File: config.mk
export PLATFORM = sky130hd
export DESIGN_NAME = rcfg_sched
export DESIGN_NICKNAME = d
export VERILOG_FILES = /design/src/rtl/rcfg_sched.sv
export SDC_FILE = /design/constraint.sdc
export NUM_CORES = 1
export LEC_CHECK = 0
export ABC_CLOCK_PERIOD_IN_PS = 3900
export BUFFER_PORTS_ARGS = -buffer_cell sky130_fd_sc_hd__buf_2
export CORE_MARGIN = 5
export CORE_UTILIZATION = 30
export CTS_CLUSTER_DIAMETER = 50
export DETAILED_ROUTE_END_ITERATION = 6
export GPL_TIMING_DRIVEN = 1
export PLACE_DENSITY = 0.45
export SYNTH_ARGS = -nofsm -noshare
export SYNTH_HDL_FRONTEND = slang
export SYNTH_SLANG_ARGS = --single-unit
File: constraint.sdc
create_clock -name clk -period 3.9 [get_ports clk]
set_clock_uncertainty 0.15 [all_clocks]
set_input_delay 0.39 -clock clk [delete_from_list [all_inputs] [get_ports clk]]
set_output_delay 0.39 -clock clk [all_outputs]
set_load 0.005 [all_outputs]
File: src/rtl/rcfg_sched.sv
// rcfg_sched: shares a single ICAP bitstream-transfer engine among NREQ
// reconfigurable regions.
//
// A region asks for a module swap by raising req_valid with a module ID. The
// scheduler grants requests round-robin, isolates the granted region, and
// optionally saves its state by reading it back into a per-region save area.
// It then loads the new bitstream described by the module table and
// acknowledges the region.
//
// Ports
//   clk, rstn            clock, asynchronous active-low reset
//   req_valid[NREQ]      per-region request level, held until req_ack
//   req_modid            per-region module ID, region i at [i*MODW +: MODW]
//   req_save[NREQ]       per-region: read back region state before loading
//   req_ack[NREQ]        one-cycle completion pulse to the granted region
//   req_err[NREQ]        qualifies req_ack: aborted because the entry is empty
//   iso_en[NREQ]         isolation enable of the region being swapped
//   busy                 scheduler not idle
//   tbl_we/idx/baddr/bsize  module-table write port
//   sav_we/idx/baddr/bsize  save-table write port (idx >= NREQ ignored)
//   rc_start             one-cycle engine start pulse
//   rc_bop               1 = load (memory to ICAP), 0 = save (ICAP to memory)
//   rc_baddr, rc_bsize   transfer word address / word count, held between starts
//   rc_done              engine completion pulse
//   dbg_state            current FSM state, for observation only
//
// Handshake: a region keeps req_valid (and its module ID / save flag) stable
// until it sees req_ack, then drops req_valid the following cycle. Towards the
// engine, rc_start is a single-cycle pulse; the next start is issued only
// after rc_done has been seen for the previous one.
module rcfg_sched #(
    parameter int NREQ = 4,
    parameter int MODW = 3
) (
    input  logic                   clk,
    input  logic                   rstn,
    input  logic [NREQ-1:0]        req_valid,
    input  logic [NREQ*MODW-1:0]   req_modid,
    input  logic [NREQ-1:0]        req_save,
    output logic [NREQ-1:0]        req_ack,
    output logic [NREQ-1:0]        req_err,
    output logic [NREQ-1:0]        iso_en,
    output logic                   busy,
    input  logic                   tbl_we,
    input  logic [MODW-1:0]        tbl_idx,
    input  logic [31:0]            tbl_baddr,
    input  logic [31:0]            tbl_bsize,
    input  logic                   sav_we,
    input  logic [2:0]             sav_idx,
    input  logic [31:0]            sav_baddr,
    input  logic [31:0]            sav_bsize,
    output logic                   rc_start,
    output logic                   rc_bop,
    output logic [31:0]            rc_baddr,
    output logic [31:0]            rc_bsize,
    input  logic                   rc_done,
    output logic [2:0]             dbg_state
);

    localparam int NMOD = 2 ** MODW;
    localparam int IW   = (NREQ > 1) ? $clog2(NREQ) : 1;

    typedef enum logic [2:0] {
        S_IDLE    = 3'd0,
        S_ISO     = 3'd1,
        S_SAVE_ST = 3'd2,
        S_SAVE_W  = 3'd3,
        S_LOAD_ST = 3'd4,
        S_LOAD_W  = 3'd5,
        S_REL     = 3'd6,
        S_ACK     = 3'd7
    } state_t;

    state_t          state_q, state_d;
    logic [IW-1:0]   rr_ptr_q, rr_ptr_d;
    logic [IW-1:0]   gidx_q, gidx_d;
    logic [MODW-1:0] modid_q, modid_d;
    logic            save_q, save_d;
    logic            err_q, err_d;
    logic            rc_bop_q, rc_bop_d;
    logic [31:0]     rc_baddr_q, rc_baddr_d;
    logic [31:0]     rc_bsize_q, rc_bsize_d;

    logic [31:0] tbl_baddr_q [NMOD];
    logic [31:0] tbl_bsize_q [NMOD];
    logic [31:0] tbl_baddr_d [NMOD];
    logic [31:0] tbl_bsize_d [NMOD];
    logic [31:0] sav_baddr_q [NREQ];
    logic [31:0] sav_bsize_q [NREQ];
    logic [31:0] sav_baddr_d [NREQ];
    logic [31:0] sav_bsize_d [NREQ];

    logic [IW-1:0]   pick_idx;
    logic [MODW-1:0] pick_modid;
    logic            pick_save;
    logic            sav_hit;
    logic            tbl_hit;
    logic [NREQ-1:0] gnt_vec;

    // First set request at or above ptr, wrapping around.
    function automatic logic [IW-1:0] rr_pick(input logic [NREQ-1:0] v,
                                              input logic [IW-1:0]   ptr);
        logic [IW-1:0] pick;
        logic          found;
        int            idx;
        pick  = '0;
        found = 1'b0;
        for (int k = 0; k < NREQ; k++) begin
            idx = (int'(ptr) + k) % NREQ;
            if (!found && v[IW'(idx)]) begin
                pick  = IW'(idx);
                found = 1'b1;
            end
        end
        return pick;
    endfunction

    // ------------------------------------------------------------------
    // Module and save tables. Lookups see the pre-write value in the
    // cycle of a write.
    // ------------------------------------------------------------------
    always_comb begin
        tbl_baddr_d = tbl_baddr_q;
        tbl_bsize_d = tbl_bsize_q;
        sav_baddr_d = sav_baddr_q;
        sav_bsize_d = sav_bsize_q;
        if (tbl_we) begin
            tbl_baddr_d[tbl_idx] = tbl_baddr;
            tbl_bsize_d[tbl_idx] = tbl_bsize;
        end
        for (int i = 0; i < NREQ; i++) begin
            if (sav_we && (sav_idx == 3'(i))) begin
                sav_baddr_d[i] = sav_baddr;
                sav_bsize_d[i] = sav_bsize;
            end
        end
    end

    always_ff @(posedge clk or negedge rstn) begin
        if (!rstn) begin
            for (int i = 0; i < NMOD; i++) begin
                tbl_baddr_q[i] <= '0;
                tbl_bsize_q[i] <= '0;
            end
            for (int i = 0; i < NREQ; i++) begin
                sav_baddr_q[i] <= '0;
                sav_bsize_q[i] <= '0;
            end
        end else begin
            tbl_baddr_q <= tbl_baddr_d;
            tbl_bsize_q <= tbl_bsize_d;
            sav_baddr_q <= sav_baddr_d;
            sav_bsize_q <= sav_bsize_d;
        end
    end

    // ------------------------------------------------------------------
    // Arbitration and lookups
    // ------------------------------------------------------------------
    always_comb begin
        pick_idx   = rr_pick(req_valid, rr_ptr_q);
        pick_modid = '0;
        pick_save  = 1'b0;
        for (int i = 0; i < NREQ; i++) begin
            if (pick_idx == IW'(i)) begin
                pick_modid = req_modid[i*MODW +: MODW];
                pick_save  = req_save[i];
            end
        end
    end

    // A save with an empty save area is skipped silently; an empty module
    // entry aborts the request with an error.
    assign sav_hit = save_q && (sav_bsize_q[gidx_q] != '0);
    assign tbl_hit = (tbl_bsize_q[modid_q] != '0);

    // ------------------------------------------------------------------
    // FSM next state. rc_* are loaded on the transition into a start state
    // so they are already valid while rc_start is high.
    // ------------------------------------------------------------------
    always_comb begin
        state_d    = state_q;
        rr_ptr_d   = rr_ptr_q;
        gidx_d     = gidx_q;
        modid_d    = modid_q;
        save_d     = save_q;
        err_d      = err_q;
        rc_bop_d   = rc_bop_q;
        rc_baddr_d = rc_baddr_q;
        rc_bsize_d = rc_bsize_q;
        case (state_q)
            S_IDLE: begin
                if (|req_valid) begin
                    gidx_d  = pick_idx;
                    modid_d = pick_modid;
                    save_d  = pick_save;
                    state_d = S_ISO;
                end
            end
            S_ISO: begin
                if (sav_hit) begin
                    rc_bop_d   = 1'b0;
                    rc_baddr_d = sav_baddr_q[gidx_q];
                    rc_bsize_d = sav_bsize_q[gidx_q];
                    state_d    = S_SAVE_ST;
                end else if (tbl_hit) begin
                    rc_bop_d   = 1'b1;
                    rc_baddr_d = tbl_baddr_q[modid_q];
                    rc_bsize_d = tbl_bsize_q[modid_q];
                    state_d    = S_LOAD_ST;
                end else begin
                    err_d   = 1'b1;
                    state_d = S_REL;
                end
            end
            S_SAVE_ST: state_d = S_SAVE_W;
            S_SAVE_W: begin
                if (rc_done) begin
                    if (tbl_hit) begin
                        rc_bop_d   = 1'b1;
                        rc_baddr_d = tbl_baddr_q[modid_q];
                        rc_bsize_d = tbl_bsize_q[modid_q];
                        state_d    = S_LOAD_ST;
                    end else begin
                        err_d   = 1'b1;
                        state_d = S_REL;
                    end
                end
            end
            S_LOAD_ST: state_d = S_LOAD_W;
            S_LOAD_W: begin
                if (rc_done) begin
                    state_d = S_REL;
                end
            end
            S_REL: state_d = S_ACK;
            S_ACK: begin
                rr_ptr_d = (gidx_q == IW'(NREQ - 1)) ? '0 : gidx_q + 1'b1;
                err_d    = 1'b0;
                state_d  = S_IDLE;
            end
            default: state_d = S_IDLE;
        endcase
    end

    always_ff @(posedge clk or negedge rstn) begin
        if (!rstn) begin
            state_q    <= S_IDLE;
            rr_ptr_q   <= '0;
            gidx_q     <= '0;
            modid_q    <= '0;
            save_q     <= 1'b0;
            err_q      <= 1'b0;
            rc_bop_q   <= 1'b0;
            rc_baddr_q <= '0;
            rc_bsize_q <= '0;
        end else begin
            state_q    <= state_d;
            rr_ptr_q   <= rr_ptr_d;
            gidx_q     <= gidx_d;
            modid_q    <= modid_d;
            save_q     <= save_d;
            err_q      <= err_d;
            rc_bop_q   <= rc_bop_d;
            rc_baddr_q <= rc_baddr_d;
            rc_bsize_q <= rc_bsize_d;
        end
    end

    // ------------------------------------------------------------------
    // Outputs, decoded from registered state only
    // ------------------------------------------------------------------
    always_comb begin
        gnt_vec = '0;
        for (int i = 0; i < NREQ; i++) begin
            gnt_vec[i] = (gidx_q == IW'(i));
        end
    end

    always_comb begin
        iso_en  = '0;
        req_ack = '0;
        req_err = '0;
        if ((state_q != S_IDLE) && (state_q != S_ACK)) begin
            iso_en = gnt_vec;
        end
        if (state_q == S_ACK) begin
            req_ack = gnt_vec;
            req_err = err_q ? gnt_vec : '0;
        end
    end

    assign rc_start  = (state_q == S_SAVE_ST) || (state_q == S_LOAD_ST);
    assign busy      = (state_q != S_IDLE);
    assign rc_bop    = rc_bop_q;
    assign rc_baddr  = rc_baddr_q;
    assign rc_bsize  = rc_bsize_q;
    assign dbg_state = state_q;

endmodule

Word level (Yosys, flattened, before mapping) --
Index checks and enable logic that the tools add are counted.
Cells by class: add/subtract/negate cells 4, order comparisons 8, equal/unequal tests 21, mux-type cells 70, bitwise logic cells 3, reductions and logical operators 28
Operator list (number):
- bitwise mux 256 bit | 2
- two-way mux 32 bit | 15
- binary-select mux 32 bit (select 3 bit) | 2
- binary-select mux 32 bit (select 2 bit) | 2
- case mux 32 bit (2 select lines) | 2
- demux 32 bit (select 3 bit) | 1
- nonzero test 32 bit | 2
- two-way mux 3 bit | 8
- case mux 3 bit (8 select lines) | 1
- two-way mux 1 bit | 21
- < comparator 2 x 4 -> 1 bit (second input constant) | 4
- two-way mux 4 bit | 4
- equality test 3 x 2 -> 1 bit (second input constant) | 4
- equality test 3 bit (second input constant) | 4
- two-way mux 2 bit | 6
- logical AND 1 bit | 10
- binary-select mux 1 bit (select 2 bit) | 4
- equality test 2 bit (second input constant) | 4
- >= comparator 4 bit (second input constant) | 2
- inequality test 2 bit (second input constant) | 4
- NOT 3 -> 4 bit | 2
- equality test 3 x 1 -> 1 bit (second input constant) | 2
- zero test 3 bit | 2
- AND reduction 3 bit | 2
- 16 further kinds | 24
Storage, ports and cells: register bits after elaboration 845, input bits 159, output and inout port bits 82, word-level logic and storage cells 167

Logic depth before layout (Yosys ltp) --
Gate-level depths: netlist of the first run.
depth after elaboration 18, depth in mapped cells 12, gate-level depth less buffers 7

Worst setup path after synthesis of the first run --
Ideal clock, no wire load.
path kind reg2reg, start register modid_q[1], end register rc_baddr_q[10] (netlist: rc_baddr[10]), library setup time 0.141 ns, arrival 2.974 ns, data required time 3.609 ns, slack 0.635 ns, stages on the path, launching flop included 12, buffers on the path 5, clock period less this slack 3.265 ns, cells stage by stage dfrtp_1 > buf_6 > buf_4 > buf_2 > mux4_2 > mux2i_1 > nand4_1 > or4_1 > buf_6 > clkbuf_1 > o41ai_1 > a31oi_1
Between the ends: cells in the longest elaborated chain, start to end 8, elaborated cells on any way between the ends 12, classes of those cells mux (10); bitwise (1); reduce/logical (1)
RTL lines:
- start, declared | RTL line 77 | logic [MODW-1:0] modid_q, modid_d;
- start signal, assigned | RTL line 261 | modid_q <= modid_d;
- NOT 3 -> 4 bit (implied by the code) * | RTL line 175, 208, 221
- binary-select mux 32 bit (select 3 bit) | RTL line 175 | assign tbl_hit = (tbl_bsize_q[modid_q] != '0);
- two-way mux 32 bit (implied by the code) (2 in series) | RTL line 175
- nonzero test 32 bit | RTL line 175
- two-way mux 32 bit * | RTL line 206, 219
- two-way mux 32 bit, on equally long branches | RTL line 218, 201
- case mux 32 bit (2 select lines) * | RTL line 191 | case (state_q)
- end signal, assigned | RTL line 265 | rc_baddr_q <= rc_baddr_d;
- end, declared | RTL line 81 | logic [31:0] rc_baddr_q, rc_baddr_d;
Every way passes the cells marked *; elsewhere a longest branch is shown, timed or not. The select of a mux whose other input is x is not followed. A chain may end at the register's enable or synchronous reset.

Worst setup path in the final report of the first run --
start register modid_q[2], end register rc_baddr_q[28] (netlist: rc_baddr[28])
The elaborated chain is that of the path after synthesis.

==> impl_summary.txt, run 1 <==
----------------------------------------------------
[Run status]
  Run status ... finished clean

[Finish]
  Post-layout instance count excluding filler cells ... 4693
  Area growth from synthesis to final layout ... 24.09%
  Layout cells sized above 1 ... 49.92%
  NumNets Final ... 3092
  Cell area after layout ... 47510 um^2

[Setup path]
  Delay-heaviest family, CP ... compound AO/OA/AOI/OAI gates
  Critical path endpoint category ... flop
  Slowest library cell on the worst path ... sky130_fd_sc_hd__dfrtp_4
  Stage delay of the slowest cell on the critical path ... 0.64 ns
  CP max FO ... 44
  Required time at the endpoint of the critical path ... 4.35 ns
  Critical Path, Cell by Cell ... buf_12 -> or4b_2 -> o22ai_1 -> o21ai_0 -> o21ai_0 -> o2111ai_4 -> buf_12 -> o21ba_4 -> a31oi_1
  Number of buffer and inverter stages on the critical path ... 2
  CP arrival ... 4.22 ns
  Class of the most critical setup path ... reg -> reg
  Startpoint types ... flop

[Placement]
  Final Wtd Congestion ... 0.7926
  Count of buffers from port buffering ... 240
  Post-detail-place hpwl ... 76240 um
  Number of cells after detailed placement ... 4336
  Area post-placement ... 42040 um^2

[STA]
  Highest Clock Rate ... 265.8 MHz
  Total count of hold-check failures in the final report ... 0
  Final setup TNS ... 0 ns
  Final setup violation count ... 0
  Number of pins with negative max-slew slack in the final report ... 0
  Hold WS ... 0.1006 ns
  Final Cycle Share ... 96.48%
  Clock period minus final worst setup slack ... 3.763 ns
  Worst-margin pin slew ... 1.220 ns
  Rel. slew slack ... 18.24%
  Setup repair after global routing missed its margin ... false

[Hold path]
  Class of the worst hold path ... in -> reg

[Synth]
  Ys Warns ... 0
  Area of the mapped netlist ... 38280 um^2
  Cell types with the highest counts after synthesis ... 845 x sky130_fd_sc_hd__dfrtp_1, 772 x sky130_fd_sc_hd__mux2_2, 185 x sky130_fd_sc_hd__mux4_2
  #FFs+latches synth ... 845
  Top cell type's share of synthesized area ... 55.24%
  Cell types with the largest area share after synthesis ... sky130_fd_sc_hd__dfrtp_1 55%, sky130_fd_sc_hd__mux2_2 23%, sky130_fd_sc_hd__mux4_2 11%
  Average footprint of a synthesized cell ... 15.15 um^2
  Async SR Flop Fraction ... 100.0%
  Most area-hungry cell type in the Yosys netlist ... sky130_fd_sc_hd__dfrtp_1
  Number of distinct library cell variants in the gate-level netlist after synthesis ... 52
  Sequential area share after synthesis ... 55.24%
  Net count after synthesis ... 2690
  Most used DFF post-synth ... sky130_fd_sc_hd__dfrtp_1
  Mapped Cells ... 2527
  Cell with the most instances after synthesis ... sky130_fd_sc_hd__dfrtp_1
  Count of flip-flops with a built-in enable after synthesis ... 0

[Routing]
  Overall routed net length ... 116700 um
  Vias per inst ... 5.103
  Final routed wire length divided by cell count ... 24.87 um
  Initial drt markers ... 1186
  Number of iterations in the first detailed-routing pass ... 5
  Detail Route Antenna Nets ... 0
  Vias after detailed routing ... 23948
  DRC ... 0

[Global route]
  First-pass GRT wire length ... 175900 um
  Initial antenna violation count ... 17
  Number of global-route vias before repair ... 26111
  Global-route total usage across every layer ... 17.18%
  Largest net degree at the start of global routing ... 103
  Total gr overflow ... 0

[Floorplan]
  Die area ... 134900 um^2
  Total I/O pin count ... 241
  Row count ... 131
  Starting utilization of the core area ... 30.10%
  Y dimension of the die ... 367.2 um
  Horizontal die dimension ... 367.2 um
  Core area ... 127200 um^2

[Clock tree]
  Clock tree from TritonCTS ... done
  Clock insertion delay at the later pin of the skew report ... 0.71 ns
  CTS Buffer Depth ... 3
  H-tree level count ... 3
  Clock buffers created by TritonCTS ... 117
  Clock transition at the registers of the reported paths ... 0.06 ns
  Root buffer selected by CTS ... sky130_fd_sc_hd__clkbuf_16
  CTS sink count ... 845

[Pwr]
  Final total power ... 35160 uW
  Relative contribution of the clock network to total power ... 31.2%
  Internal Dissipation ... 23560 uW
  Worst-case vdd ir drop ... 0.0003735 V
  Combinational share of power ... 33.4%
  Power density of the placed cells ... 740.1 nW/um^2
  Lkg Pwr ... 0.02007 uW
  Net Sw Power ... 11600 uW
  Part of the total power dissipated in sequential elements ... 35.4%
  Switching share of power ... 33.00%

[Job]
  Max capacitance violation total ... 0

----------------------------------------------------
-- repair_timing --
action / CTS / global route
cloned: 0 / 0
pin swaps: 0 / 0
endpoints found under the setup margin: 34 / 38
hold endpoints to repair: 852 / 0
setup buffers: 0 / 2
resized for setup: 3 / 0
hold buffers: 134 / 0
-- through the flow --
stage | setup WS [ns] | util [%]
3_3_place_gp | 0.02160 | 33.05
3_5_place_dp | -0.04820 | 33.05
2_1_floorplan | 0.6350 | -
5_1_grt | 0.04119 | 37.34
6_report | 0.1371 | 37.35
4_1_cts | 0.06397 | 37.32
-- flip-flops by register name, indices dropped and copies added, names as in the netlist --
register	count
dbg_state	3
err_q	1
gidx_q	2
modid_q	3
rc_baddr	32
rc_bop	1
rc_bsize	32
rr_ptr_q	2
sav_baddr_q	128
sav_bsize_q	128
save_q	1
tbl_baddr_q	256
tbl_bsize_q	256
-- power groups by stage --
stage	Combinational [uW]	Sequential [uW]	Clock (uW)
3_5_place_dp	11800	12600	0
3_3_place_gp	11600	12500	0
4_1_cts	12000	12500	11300
2_1_floorplan	7650	11900	0
5_1_grt	12700	12700	11600
6_report	11700	12400	11000
-- worst reg2reg max path, cell delays in order (launching register included) --
cell and delay (ns):
sky130_fd_sc_hd__dfrtp_4 0.64, sky130_fd_sc_hd__buf_12 0.30, sky130_fd_sc_hd__or4b_2 0.64, sky130_fd_sc_hd__o22ai_1 0.22, sky130_fd_sc_hd__o21ai_0 0.11, sky130_fd_sc_hd__o21ai_0 0.57, sky130_fd_sc_hd__o2111ai_4 0.18, sky130_fd_sc_hd__buf_12 0.21
sky130_fd_sc_hd__o21ba_4 0.41, sky130_fd_sc_hd__a31oi_1 0.26
-- final cells by class --
cell class	instances	area [um^2]
inverters	10	37.54
flip-flops and latches	845	21160
well taps	1662	2079
diodes	4	10.01
fillers	12117	79690
multi-input cells	1490	16450
clock buffers	164	3398
repair buffers	465	3686
clock inverters	53	675.6
-- per-layer routing --
| metal | part of all wire (%) | vias to the layer above | global-route usage (%) | wire [um] |
|---|---|---|---|---|
| li1 | - | 10355 | - | - |
| met4 | 2.4 | 14 | 4.434 | 2812 |
| met2 | 49 | 526 | 28.40 | 56630 |
| met3 | 5.4 | 164 | 4.073 | 6273 |
| met5 | 0.058 | - | 0 | 68 |
| met1 | 44 | 12889 | 22.82 | 50930 |
-- path summary, 6_finish.rpt --
check                      depth (start not counted)  slack (ns)               end              from
min reg2reg                                        1        0.35  tbl_bsize_q[107]  tbl_bsize_q[107]
min                                                4        0.10        modid_q[1]      req_modid[7]
max reg2reg                                        9        0.14      rc_baddr[28]        modid_q[2]
min in group asynchronous                          2        0.27  tbl_baddr_q[218]              rstn
max in group asynchronous                          3        2.20        modid_q[2]              rstn
max                                                9        0.14      rc_baddr[28]        modid_q[2]
-- cells in the final DEF (no fill, tap or decap), types with 5 or more instances in the layout --
cell | netlist | layout
sky130_fd_sc_hd__dfrtp_1 | 845 | 840
sky130_fd_sc_hd__mux2_2 | 772 | 772
sky130_fd_sc_hd__buf_2 | 15 | 239
sky130_fd_sc_hd__mux4_2 | 185 | 185
sky130_fd_sc_hd__dlygate4sd3_1 | 0 | 134
sky130_fd_sc_hd__clkbuf_16 | 0 | 120
sky130_fd_sc_hd__mux2i_1 | 94 | 94
sky130_fd_sc_hd__nor2_1 | 84 | 84
sky130_fd_sc_hd__nand2_1 | 74 | 74
sky130_fd_sc_hd__buf_4 | 3 | 55
sky130_fd_sc_hd__a21oi_1 | 42 | 40
sky130_fd_sc_hd__a31oi_1 | 36 | 36
sky130_fd_sc_hd__buf_12 | 1 | 36
sky130_fd_sc_hd__o41ai_1 | 32 | 32
sky130_fd_sc_hd__o21ai_0 | 28 | 28
sky130_fd_sc_hd__clkbuf_8 | 0 | 23
sky130_fd_sc_hd__a22o_1 | 21 | 21
sky130_fd_sc_hd__clkbuf_1 | 140 | 21
sky130_fd_sc_hd__nor4_1 | 16 | 16
sky130_fd_sc_hd__o2bb2ai_1 | 12 | 12
sky130_fd_sc_hd__clkinv_2 | 0 | 12
sky130_fd_sc_hd__bufinv_16 | 0 | 12
sky130_fd_sc_hd__clkinvlp_4 | 0 | 11
sky130_fd_sc_hd__and3_1 | 11 | 10
sky130_fd_sc_hd__or4_1 | 10 | 9
sky130_fd_sc_hd__inv_1 | 8 | 8
sky130_fd_sc_hd__nand2b_1 | 8 | 8
sky130_fd_sc_hd__inv_6 | 0 | 8
sky130_fd_sc_hd__nand3_1 | 8 | 7
sky130_fd_sc_hd__clkinv_4 | 0 | 6
sky130_fd_sc_hd__and2_1 | 5 | 5
sky130_fd_sc_hd__dfrtp_4 | 0 | 5
-- logic make-up (layout without fill, tap and decap cells) --
family | after synthesis | after routing | share of synthesized area [%]
AOI/OAI and AO/OA | 189 | 189 | 3.396
xor gates and xnor gates | 1 | 1 | 0.02288
adders and majority gates | 4 | 4 | 0.1307
buffers and inverters | 192 | 692 | 2.102
DFF | 845 | 845 | 55.24
muxes | 1051 | 1051 | 36.05
other | 0 | 4 | 0
and+or+nand+nor | 245 | 245 | 3.063
Note: power is estimated with default switching activity, not from simulation.
==> inputs of run 2 (changes only) <==
ABC_AREA = 1   (was default)
==> impl_summary.txt, run 2 <==
----------------------------------------------------
[Finish]
  NumNets Final ... 5488
  Number of filler cells placed in the layout ... 13819
  Regs by FF count ... tbl_baddr_q x256, tbl_bsize_q x256
  Leading cell type in the layout, fill and taps excluded ... sky130_fd_sc_hd__nand2_1
  Layout cells sized above 1 ... 10.41%
  FF+latch area ... 21160 um^2
  Multi-input logic area ... 15430 um^2
  Most used cells in the layout excluding fill and tap cells ... 1539 x sky130_fd_sc_hd__nand2_1, 1048 x sky130_fd_sc_hd__o21ai_0, 840 x sky130_fd_sc_hd__dfrtp_1, 409 x sky130_fd_sc_hd__inv_1, 387 x sky130_fd_sc_hd__nor2_1
  Area growth from synthesis to final layout ... 21.77%

[Clock tree]
  CTS Buffer Depth ... 3
  Clock buffers created by TritonCTS ... 117
  Clock tree from TritonCTS ... done
  Clock insertion delay at the later pin of the skew report ... 0.71 ns
  Root buffer selected by CTS ... sky130_fd_sc_hd__clkbuf_16
  Clock transition at the registers of the reported paths ... 0.06 ns
  CTS sink count ... 845
  H-tree level count ... 3

[Synth]
  Number of distinct library cell variants in the gate-level netlist after synthesis ... 28
  Average footprint of a synthesized cell ... 7.766 um^2
  Cell with the most instances after synthesis ... sky130_fd_sc_hd__nand2_1
  Mapped Cells ... 5090
  Cell types with the highest counts after synthesis ... 1545 x sky130_fd_sc_hd__nand2_1, 1051 x sky130_fd_sc_hd__o21ai_0, 845 x sky130_fd_sc_hd__dfrtp_1
  Cell types with the largest area share after synthesis ... sky130_fd_sc_hd__dfrtp_1 53%, sky130_fd_sc_hd__nand2_1 15%, sky130_fd_sc_hd__o21ai_0 13%
  Sequential area share after synthesis ... 53.49%
  Ys Warns ... 0
  Most area-hungry cell type in the Yosys netlist ... sky130_fd_sc_hd__dfrtp_1
  #FFs+latches synth ... 845
  Count of flip-flops with a built-in enable after synthesis ... 0
  Top cell type's share of synthesized area ... 53.49%
  Async SR Flop Fraction ... 100.0%
  Most used DFF post-synth ... sky130_fd_sc_hd__dfrtp_1
  Area of the mapped netlist ... 39530 um^2
  Net count after synthesis ... 5253

[Setup path]
  Required time at the endpoint of the critical path ... 4.33 ns
  Dominant cell type by count on the critical path ... sky130_fd_sc_hd__nand2_1
  Class of the most critical setup path ... reg -> reg
  Critical path endpoint category ... flop
  Stage delay of the slowest cell on the critical path ... 0.61 ns
  CP arrival ... 4.02 ns
  Startpoint types ... flop
  CP max FO ... 10
  Critical Path, Cell by Cell ... inv_1 -> nand2_1 -> o21ai_0 -> o21ai_1 -> nor2_1 -> nand2_1 -> nand3_1 -> nand2_1 -> nor2_2 -> nand2_1 -> nand3_1 -> dlygate4sd3_1 -> nand2_1 -> dlygate4sd3_1 -> nand2_1
  Slowest library cell on the worst path ... sky130_fd_sc_hd__dlygate4sd3_1

[Floorplan]
  Total I/O pin count ... 241
  Die area ... 139100 um^2
  Starting utilization of the core area ... 30.11%
  Core area ... 131300 um^2
  Horizontal die dimension ... 373 um
  Y dimension of the die ... 373 um
  Row count ... 133

[STA]
  Number of pins with negative max-slew slack in the final report ... 0
  Final Cycle Share ... 92.13%
  Clock period minus final worst setup slack ... 3.593 ns
  Worst-margin pin slew ... 0.9670 ns
  Rel. slew slack ... 35.44%
  Setup repair after global routing missed its margin ... false
  Total count of hold-check failures in the final report ... 0
  Final setup violation count ... 0
  Highest Clock Rate ... 278.3 MHz
  Hold WS ... 0.08159 ns
  Final setup TNS ... 0 ns

[Global route]
  Global-route total usage across every layer ... 18.70%
  Number of global-route vias before repair ... 32987
  First-pass GRT wire length ... 206600 um
  Largest net degree at the start of global routing ... 149
  Initial antenna violation count ... 12
  Total gr overflow ... 0

[Pwr]
  Relative contribution of the clock network to total power ... 31.6%
  Switching share of power ... 38.98%
  Lkg Pwr ... 0.02390 uW
  Part of the total power dissipated in sequential elements ... 33.5%
  Net Sw Power ... 13810 uW
  Power density of the placed cells ... 736.2 nW/um^2
  Worst-case vdd ir drop ... 0.0003672 V
  Internal Dissipation ... 21620 uW
  Combinational share of power ... 34.9%

[Routing]
  Final routed wire length divided by cell count ... 18.44 um
  Vias per inst ... 4.761
  Number of iterations in the first detailed-routing pass ... 6
  Overall routed net length ... 132500 um
  DRC ... 0
  Initial drt markers ... 2962
  Vias after detailed routing ... 34205
  Detail Route Antenna Nets ... 0

[Hold path]
  Class of the worst hold path ... in -> reg

[Job]
  Max capacitance violation total ... 0

[Placement]
  Count of buffers from port buffering ... 240
  Post-detail-place hpwl ... 80180 um
  Final Wtd Congestion ... 0.8005

[Run status]
  Run status ... finished clean

----------------------------------------------------
## run 2: cell types whose count changed in the layout (fill, tap and decap cells not counted), sizes merged, moves of 15 or more
cell,delta
nor4,-15
o211a,+31
nand3,+312
o41ai,-32
mux4,-185
mux2,-772
nor2,+306
nand2,+1471
a22o,-21
mux2i,-94
clkbuf,-16
o21ai,+1042
inv,+408
o22ai,+27
## run 2: metrics by stage
stage               power (uW)  worst slack (ns)  area, um^2  utilization [%]  cells
floorplan                19420             1.514       39530                -   5090
global placement         24240            0.5665       42630            32.47   6823
detailed placement       24320            0.5903       42630            32.47   6823
CTS                      35840           0.09656       48110            36.65   7180
global route             37950           0.04522       48120            36.65   7180
finish                   35440            0.3071       48130            36.66   7185
## run 2: final timing paths
| kind | endpoint | slack (ns) | start | cells after the start |
|---|---|---|---|---|
| min reg2reg | sav_baddr_q[93] | 0.33 | sav_baddr_q[93] | 2 |
| max | modid_q[2] | 0.31 | rr_ptr_q[0] | 15 |
| min | sav_baddr_q[66] | 0.08 | sav_idx[0] | 3 |
| min in group asynchronous | tbl_baddr_q[166] | 0.19 | rstn | 2 |
| max in group asynchronous | tbl_bsize_q[35] | 2.25 | rstn | 3 |
| max reg2reg | modid_q[2] | 0.31 | rr_ptr_q[0] | 15 |
## run 2: cells by family (layout without fill, tap and decap cells)
kind of cell	count (synthesis)	after routing	synth area share [%]
compound gates	1205	1205	15.90
xor+xnor	2	2	0.04432
fa+ha+maj	4	4	0.1266
buf+inv	772	1107	7.897
flops	845	845	53.49
other cells	0	5	0
simple gates	2262	2262	22.54
## run 2: power by group through the flow
| stage | Sequential (uW) | Combinational, uW | Clock [uW] |
|---|---|---|---|
| global placement | 12000 | 12200 | 0 |
| global route | 12100 | 14000 | 11800 |
| CTS | 11900 | 12500 | 11500 |
| detailed placement | 12000 | 12300 | 0 |
| floorplan | 11600 | 7770 | 0 |
| finish | 11900 | 12400 | 11200 |
## run 2: metal layers
metal / global-route usage [%] / vias up / part of all wire [%]
li1: - / 16836 / -
met1: 27.59 / 16464 / 49
met2: 28.34 / 773 / 43
met3: 3.424 / 126 / 5.7
met4: 4.675 / 6 / 1.9
met5: 0 / - / 0.031
## run 2: final cells by class
type | count | area share (%)
multi-input combinational | 3473 | 32.05
timing repair buffer | 470 | 7.601
clock buffer | 148 | 6.727
antenna | 5 | 0.02599
inverter | 418 | 3.280
sequential | 845 | 43.96
clock inverter | 71 | 1.794
tap | 1755 | 4.562
## run 2: worst max-delay path: cells and delay by family, from the launching register on
| kind | cells | cell delay, ns |
|---|---|---|
| compound gates | 2 | 0.41 |
| buf+inv | 3 | 1.33 |
| simple gates | 10 | 1.03 |
| flops | 1 | 0.53 |
## run 2: repair_timing
action / in CTS / in global routing
hold buffers: 138 / 0
setup endpoints to repair: 0 / 1
hold endpoints to repair: 813 / 0
gates resized for setup: 0 / 4
setup buffers: 0 / 0
